===== src/rtl/q_link_pkg.sv =====
// Shared definitions for the q_serialized pulse link (serializer and measurement ends).
// Provides the FSM state encoding, default link constants and the timer-width helper.
// No logic of its own; no latency or backpressure.
package q_link_pkg;

   typedef enum logic [2:0] {
      IDLE,
      CHECK,
      HIGH,
      LOW,
      DONE
   } q_state_t;

   localparam int Q_PER_PULSE_DEF    = 30;
   localparam int PULSE_DURATION_DEF = 3;
   localparam int GAP_DURATION_DEF   = 2;

   // The timer holds duration-1, so $clog2(max) bits suffice; keep at least one bit.
   function automatic int timer_width(input int pulse_dur, input int gap_dur);
      int longest;
      longest = (pulse_dur > gap_dur) ? pulse_dur : gap_dur;
      return (longest <= 1) ? 1 : $clog2(longest);
   endfunction

endpackage


===== src/rtl/q_serializer_duration_timer.sv =====
// Loadable down-counter that times the HIGH and LOW phases of each pulse.
// expired is high while the count is zero; a load takes effect on the next edge.
// No backpressure: load always wins over counting.
module duration_timer
   import q_link_pkg::*;
#(
   parameter int WIDTH = timer_width(PULSE_DURATION_DEF, GAP_DURATION_DEF)
) (
   input  logic             clk,
   input  logic             rst,
   input  logic             load,
   input  logic [WIDTH-1:0] load_val,
   output logic             expired
);

   logic [WIDTH-1:0] count;

   always_ff @(posedge clk or posedge rst) begin
      if (rst) begin
         count <= '0;
      end else if (load) begin
         count <= load_val;
      end else if (count != '0) begin
         count <= count - 1'b1;
      end
   end

   assign expired = (count == '0);

endmodule


===== src/rtl/q_serializer.sv =====
// Converts one charge value per start into a train of fixed-width pulses on q_serialized.
// Latency: done arrives 2 + N*(PULSE_DURATION+GAP_DURATION+1) cycles after the start edge.
// Backpressure: start is only sampled in IDLE; starts while busy are dropped, not queued.
module q_serializer
   import q_link_pkg::*;
#(
   parameter int BUS_WIDTH      = 10,
   parameter int Q_PER_PULSE    = Q_PER_PULSE_DEF,
   parameter int PULSE_DURATION = PULSE_DURATION_DEF,
   parameter int GAP_DURATION   = GAP_DURATION_DEF,
   parameter bit CARRY_RESIDUE  = 1'b1
) (
   input  logic                 clk,
   input  logic                 rst,
   input  logic                 start,
   input  logic [BUS_WIDTH-1:0] q_in,
   output logic                 q_serialized,
   output logic                 busy,
   output logic                 done,
   output logic [BUS_WIDTH-1:0] pulses_sent
);

   localparam int TW = timer_width(PULSE_DURATION, GAP_DURATION);
   localparam logic [BUS_WIDTH:0] Q_STEP    = (BUS_WIDTH + 1)'(Q_PER_PULSE);
   localparam logic [TW-1:0]      HIGH_LOAD = TW'(PULSE_DURATION - 1);
   localparam logic [TW-1:0]      LOW_LOAD  = TW'(GAP_DURATION - 1);

   q_state_t             state;
   q_state_t             next_state;
   logic [BUS_WIDTH:0]   acc;
   logic [BUS_WIDTH-1:0] residue;
   logic [BUS_WIDTH-1:0] cnt;
   logic                 pulse_due;
   logic                 tmr_load;
   logic [TW-1:0]        tmr_val;
   logic                 tmr_expired;

   assign pulse_due = (acc >= Q_STEP);

   // q_serialized is registered alongside the state so it can never glitch.
   always_ff @(posedge clk or posedge rst) begin
      if (rst) begin
         state        <= IDLE;
         q_serialized <= 1'b0;
      end else begin
         state        <= next_state;
         q_serialized <= (next_state == HIGH);
      end
   end

   always_comb begin
      next_state = state;
      case (state)
         IDLE:    if (start) next_state = CHECK;
         CHECK:   next_state = pulse_due ? HIGH : DONE;
         HIGH:    if (tmr_expired) next_state = LOW;
         LOW:     if (tmr_expired) next_state = CHECK;
         DONE:    next_state = IDLE;
         default: next_state = IDLE;
      endcase
   end

   always_comb begin
      busy     = (state != IDLE);
      done     = (state == DONE);
      tmr_load = 1'b0;
      tmr_val  = HIGH_LOAD;
      case (state)
         CHECK:   tmr_load = pulse_due;
         HIGH: begin
            tmr_load = tmr_expired;
            tmr_val  = LOW_LOAD;
         end
         default: ;
      endcase
   end

   // Division by repeated subtraction: each CHECK with enough charge emits one pulse.
   always_ff @(posedge clk or posedge rst) begin
      if (rst) begin
         acc         <= '0;
         cnt         <= '0;
         residue     <= '0;
         pulses_sent <= '0;
      end else begin
         case (state)
            IDLE: begin
               if (start) begin
                  acc <= (BUS_WIDTH + 1)'(q_in)
                       + (CARRY_RESIDUE ? (BUS_WIDTH + 1)'(residue) : '0);
                  cnt <= '0;
               end
            end
            CHECK: begin
               if (pulse_due) begin
                  acc <= acc - Q_STEP;
                  cnt <= cnt + 1'b1;
               end
            end
            DONE: begin
               pulses_sent <= cnt;
               residue     <= acc[BUS_WIDTH-1:0];
            end
            default: ;
         endcase
      end
   end

   duration_timer #(
      .WIDTH(TW)
   ) u_timer (
      .clk     (clk),
      .rst     (rst),
      .load    (tmr_load),
      .load_val(tmr_val),
      .expired (tmr_expired)
   );

endmodule


===== config.mk =====
export PLATFORM = sky130hd
export DESIGN_NAME = q_serializer
export DESIGN_NICKNAME = d
export VERILOG_FILES = /design/src/rtl/q_link_pkg.sv /design/src/rtl/q_serializer_duration_timer.sv /design/src/rtl/q_serializer.sv
export SDC_FILE = /design/constraint.sdc
export NUM_CORES = 1
export LEC_CHECK = 0
export BUFFER_PORTS_ARGS = -buffer_cell sky130_fd_sc_hd__buf_2
export CORE_ASPECT_RATIO = 0.8
export CORE_MARGIN = 3
export CORE_UTILIZATION = 63
export CTS_CLUSTER_SIZE = 25
export DETAILED_ROUTE_END_ITERATION = 16
export MAX_ROUTING_LAYER = met4
export PLACE_DENSITY = 0.9
export REMOVE_ABC_BUFFERS = 1
export SYNTH_ARGS = -nofsm -noshare
export SYNTH_HDL_FRONTEND = slang
export SYNTH_SLANG_ARGS = --single-unit
export TNS_END_PERCENT = 20

===== constraint.sdc =====
create_clock -name clk -period 3.1 [get_ports clk]
set_clock_uncertainty 0.05 [all_clocks]
set_input_delay 0.62 -clock clk [delete_from_list [all_inputs] [get_ports clk]]
set_output_delay 0.62 -clock clk [all_outputs]
set_load 0.03 [all_outputs]

==> reports/qor.yml, run 1 <==
path_class: "reg -> reg"
critPathTopFamily: "compound AO/OA/AOI/OAI gates"
ys_warn_count: 0
cts_buffer_depth: 2
synth_edf_count: 0
synth_area_per_cell_um2: 10.0
antenna_found_initial: 0
p_clk_share_pct: 16.5
p_per_area_nw_per_um2: 756
n_fill_cell: 300
final_cell_mix: "47 x dfrtp_1, 27 x nand2_1, 25 x buf_2, 20 x mux2_2"
crit_required_ns: 3.23
setup_slack_ns: 0.672
syn2layout_area_growth_pct: 9.64
core_um2: 3950
numCtsBuffers: 5
rows: 20
rsz0062_at_grt: "no"
synth_cell_types: 54
dp_hpwl_um: 4050
initial_utilization_pct: 68.3
antenna_left: 0
critPathArrivalTime_ns: 2.56
die_w_um: 79.2
ir_drop_uv: 368
period_needed_ns: 2.43
clk_latency_ns: 0.30
yosysSeqAreaShare_pct: 43.6
power_leakage_nw: 1.40
cts_setup_buffers: 0
power_frac_seq_pct: 42.8
synth_area_um2: 2700
worst_setup_path_end_kind: "flop"
drc_errors: 0
cts_hold_buf: 0
status: "completed"
num_antenna_cells: 0
synth_seq_cells: 47
post-place-ws_ns: 0.623
die_h_um: 64.6
dieArea_um2: 5110
switchingPower_mw: 0.944
ctsResizeCount: 0
intPower_mw: 1.29
portBuffers: 25
ios: 26
grt_max_degree: 48
slew-limit-headroom_pct: 36.6
grt_pass1_wl_um: 9670
ys_async_sr_fraction_pct: 100
layout.nets: 321
grt-ovfl-total: 0
finalHoldViolations: 0
critPathBufInv: 1
netSwitchingFraction_pct: 42.2
avgRoutedWirePerCell_um: 16.3
cts_tree: "yes"
initialDrtViolationCount: 265
crit_chain: "ha_1 -> a311oi_2 -> o211ai_4 -> a21oi_2 -> buf_4 -> a21oi_1 -> o22a_1"
clock-sinks: 47
cp_max_fo: 15
mostFrequentLayoutCell: "dfrtp_1"
setup_viol: 0
htree_num_levels: 2
grt_util_all_layers_pct: 24.5
combPwrFrac_pct: 40.7
worst_pin_slew_ns: 0.949
drv_cap: 0
cts.clk_slew.worst_paths_ns: 0.09
max_freq_mhz: 412
drive_gt1_share_pct: 23.1
synth_flop_cell: "dfrtp_1"
first_global_vias: 2084
cp_slowest_stage_delay_ns: 0.50
regArea_um2: 1180
power.total_mw: 2.24
gp_congestion: 0.895
synth_cells: 270
routed_wl_um: 5720
dr.pass1.iters: 4
cts_root_buf: "clkbuf_8"
hp-class: "reg -> reg"
multi_input_area_um2: 1440
final.period_utilization_pct: 78.3
detail_route.vias_per_cell: 6.28
cpMaxStageDelayCell: "a311oi_2"
vias: 2198
finalMaxSlewViolations: 0
start_kind: "flop"
## logic make-up (layout without fill, tap and decap cells)
kind of cell,Yosys count,in the layout,synth area share [%]
AND/OR/NAND/NOR,84,84,16.5
AO/OA/AOI/OAI,75,75,18.3
flip-flops,47,47,43.6
multiplexers,21,21,8.71
buffers and inverters,20,45,3.24
adder cells (fa/ha/maj),14,14,6.77
XOR/XNOR,9,9,2.92
## final timing paths
kind | from | end | slack [ns] | depth (start not counted)
max in group asynchronous | rst | cnt[5] | 1.92 | 2
max reg2reg | acc[1] | acc[4] | 0.67 | 7
max | acc[1] | acc[4] | 0.67 | 7
min reg2reg | pulses_sent[1] | pulses_sent[1] | 0.46 | 1
min in group asynchronous | rst | acc[9] | 0.48 | 2
min | pulses_sent[1] | pulses_sent[1] | 0.46 | 1
## per-layer routing
layer | vias to the layer above | GRT usage, % | routed length, um
li1 | 1052 | - | -
met4 | 0 | 5.79 | 45
met5 | - | - | 0
met1 | 1059 | 33.8 | 2650
met3 | 6 | 4.86 | 349
met2 | 81 | 37.8 | 2670
## stage by stage
step	hold slack [ns]	instances	instance area [um2]	setup TNS, ns	util, %
6_report	0.459	350	2960	0	74.9
3_5_place_dp	0.443	342	2870	0	72.6
2_1_floorplan	0.429	258	2640	-3.66	-
3_3_place_gp	0.435	342	2870	0	72.6
4_1_cts	0.466	350	2960	0	74.9
5_1_grt	0.480	350	2960	0	74.9
## Yosys cell counts (all sizes together) (5+ instances only)
cell type | n | area, um2
nand2 | 27 | 101
o31ai | 5 | 37.5
o211ai | 6 | 58.8
mux2 | 20 | 225
nor2 | 14 | 52.6
o22ai | 5 | 31.3
xor2 | 5 | 43.8
buf | 7 | 38.8
a21oi | 19 | 98.9
clkbuf | 5 | 18.8
inv | 8 | 30.0
dfrtp | 47 | 1180
ha | 13 | 163
nand3 | 10 | 50.1
o21ai | 21 | 105
## power groups by stage
stage | registers (mW) | clock network (mW) | logic [mW]
finish | 0.958 | 0.370 | 0.911
global route | 0.989 | 0.405 | 1.03
CTS | 0.954 | 0.381 | 0.905
detailed placement | 0.967 | 0 | 0.893
global placement | 0.958 | 0 | 0.862
floorplan | 0.934 | 0 | 0.660
## state kept, by name, summed over array words and instances, names as in the netlist
name	count
pulses_sent	10
residue	10
state	3
acc	11
cnt	10
q_serialized	1
u_timer.count	2
## cell type report
| cell class | instances | area share, % |
|---|---|---|
| Multi-Input combinational cell | 203 | 48.7 |
| Tap cell | 55 | 2.32 |
| Timing Repair Buffer | 29 | 5.24 |
| Clock inverter | 2 | 0.549 |
| Sequential cell | 47 | 39.7 |
| Inverter | 8 | 1.01 |
| Clock buffer | 6 | 2.45 |
No activity file was read; power rests on OpenSTA's default activity.
==> inputs of run 2 (changes only) <==
- CORE_UTILIZATION: 63 -> 53
- PLACE_DENSITY: 0.9 -> 0.81
- clock period: 3.1 -> 2.1 ns (I/O delays scaled with it)
==> run 2 against run 1 <==
Sequential share of layout area fell by 2.3 points. First-iteration DRC count fell by 34%. Routed wire length rose by 5.5%. Sequential power rose by 40%. Clock-buffer cell count fell by 1. Core utilization fell by 8.9 points. Critical path type unchanged. Critical endpoint is now cnt[7].
==> reports/qor.yml, run 2 (synthesized netlist as in run 1, its figures left out) <==
dp_hpwl_um: 4430  # was 4050 um
finalHoldViolations: 0  # unchanged
netSwitchingFraction_pct: 41.3  # was 42.2%
syn2layout_area_growth_pct: 16.4  # was 9.64%
initialDrtViolationCount: 175  # was 265
die_h_um: 69.8  # was 64.6 um
cts.clk_slew.worst_paths_ns: 0.09  # about the same
grt_util_met3_pct: 3.56  # was 4.86%
clock-sinks: 47  # unchanged
hp-class: "in -> async"  # was reg -> reg
grtUsageMet2_pct: 31.3  # was 37.8%
worst_setup_path_end_kind: "flop"  # unchanged
status: "completed"  # unchanged
vias: 2253  # was 2,198
slew-limit-headroom_pct: 60.1  # was 36.6%
rsz0062_at_grt: "yes"  # was no
p_clk_share_pct: 15.9  # was 16.5%
top_usage_layer: "met1"  # was met2
cts_root_buf: "clkbuf_8"  # unchanged
combPwrFrac_pct: 46.0  # was 40.7%
regArea_um2: 1180  # unchanged
period_needed_ns: 2.03  # was 2.43 ns
drc_errors: 0  # unchanged
power_leakage_nw: 1.51  # was 1.40 nW
antenna_left: 0  # unchanged
die_w_um: 85.8  # was 79.2 um
first_global_vias: 2120  # was 2,084
path_class: "reg -> reg"  # unchanged
htree_num_levels: 2  # unchanged
multi_input_area_um2: 1460  # was 1440 um2
final.period_utilization_pct: 96.6  # was 78.3%
detail_route.vias_per_cell: 6.01  # was 6.28
ios: 26  # unchanged
setup_viol: 0  # unchanged
power.total_mw: 3.52  # was 2.24 mW
gp_congestion: 0.867  # was 0.895
max_freq_mhz: 493  # was 412 MHz
dr.pass1.iters: 4  # unchanged
p_per_area_nw_per_um2: 1120  # was 756 nW/um2
num_antenna_cells: 0  # unchanged
power_frac_seq_pct: 38.1  # was 42.8%
critPathArrivalTime_ns: 2.21  # was 2.56 ns
drv_cap: 0  # unchanged
initial_utilization_pct: 56.7  # was 68.3%
portBuffers: 25  # unchanged
core_um2: 4760  # was 3950 um2
ir_drop_uv: 680  # was 368 uV
start_kind: "flop"  # unchanged
final_cell_mix: "47 x dfrtp_1, 27 x nand2_1, 25 x buf_2, 23 x buf_4, 20 x mux2_2"  # was 47 x dfrtp_1, 27 x nand2_1, 25 x buf_2, 20 x mux2_2
avgRoutedWirePerCell_um: 16.1  # was 16.3 um
clk_latency_ns: 0.30  # about the same
drive_gt1_share_pct: 29.5  # was 23.1%
cp_max_fo: 9  # was 15
cts_tree: "yes"  # unchanged
intPower_mw: 2.07  # was 1.29 mW
routed_wl_um: 6030  # was 5720 um
switchingPower_mw: 1.45  # was 0.944 mW
holdWs_ns: 0.202  # was 0.459 ns
dieArea_um2: 5990  # was 5110 um2
numCtsBuffers: 5  # unchanged
largest_reg_flops: 11  # unchanged
grt-ovfl-total: 0  # unchanged
worst_pin_slew_ns: 0.599  # was 0.949 ns
layout.nets: 341  # was 321
antenna_found_initial: 0  # unchanged
grt_pass1_wl_um: 10300  # was 9670 um
finalMaxSlewViolations: 0  # unchanged
cts_buffer_depth: 2  # unchanged
rows: 22  # was 20
grt_max_degree: 48  # unchanged
mostFrequentLayoutCell: "dfrtp_1"  # unchanged
grt_util_all_layers_pct: 22.2  # was 24.5%
top_register: "acc"  # unchanged
met1_usage_pct: 33.3  # was 33.8%
n_fill_cell: 376  # was 300
crit_required_ns: 2.28  # was 3.23 ns
run 2: cell count changes in the layout (fill, tap and decap cells not counted), sizes merged:
cell	before	now
buf	29	49
clkinv	0	2
clkbuf	6	5
clkinvlp	1	0
run 2: cell type report:
type / instances / share of cell area (%)
clock buffer: 5 / 2.19
clock inverter: 3 / 0.717
inverter: 8 / 0.955
multi-input combinational: 203 / 46.5
sequential: 47 / 37.4
tap: 60 / 2.39
timing repair buffer: 49 / 9.83
run 2: repair_timing:
item / 4_1_cts / 5_1_grt
hold buffers: 0 / 0
hold endpoints to repair: 0 / 0
setup endpoints to repair: 0 / 9
gates resized for setup: 0 / 6
setup buffers: 0 / 1
run 2: through the flow:
stage	setup TNS (ns)	cells	area [um2]	utilization, %	worst slack, ns
6_report	0	375	3140	66.0	0.0724
4_1_cts	0	374	3110	65.3	0.0467
2_1_floorplan	-25.04	258	2640	-	-1.17
5_1_grt	-0.0332	375	3140	66.0	-0.0332
3_5_place_dp	-0.197	366	3020	63.4	-0.126
3_3_place_gp	-0.0312	366	3020	63.4	-0.0312
run 2: worst max-delay path: stages (launching register included):
cell and delay, ns:
dfrtp_1 0.38, ha_2 0.20, a311oi_2 0.11, buf_4 0.18, o211ai_4 0.11, a21oi_2 0.11, buf_4 0.17, or4_1 0.50
a21oi_1 0.15
run 2: metal layers:
layer | vias up | share of wire [%]
li1 | 1082 | -
met1 | 1078 | 46
met2 | 86 | 46
met3 | 7 | 6.8
met4 | 0 | 1.0
met5 | - | 0
run 2: final timing paths:
path / depth (start not counted) / endpoint / slack (ns) / from
min in group clk: 4 / acc[0] / 0.42 / q_in[0]
worst min-delay path: 3 / residue[9] / 0.20 / rst
worst min register to register: 1 / pulses_sent[0] / 0.46 / pulses_sent[0]
worst max register to register: 8 / cnt[7] / 0.07 / acc[1]
max in group asynchronous: 3 / cnt[6] / 1.38 / rst
worst max-delay path: 8 / cnt[7] / 0.07 / acc[1]
run 2: power groups by stage:
stage	combinational, mW	clock, mW	sequential (mW)
6_report	1.62	0.560	1.34
5_1_grt	1.80	0.626	1.37
4_1_cts	1.58	0.577	1.33
3_5_place_dp	1.57	0	1.35
3_3_place_gp	1.52	0	1.34
2_1_floorplan	0.974	0	1.38
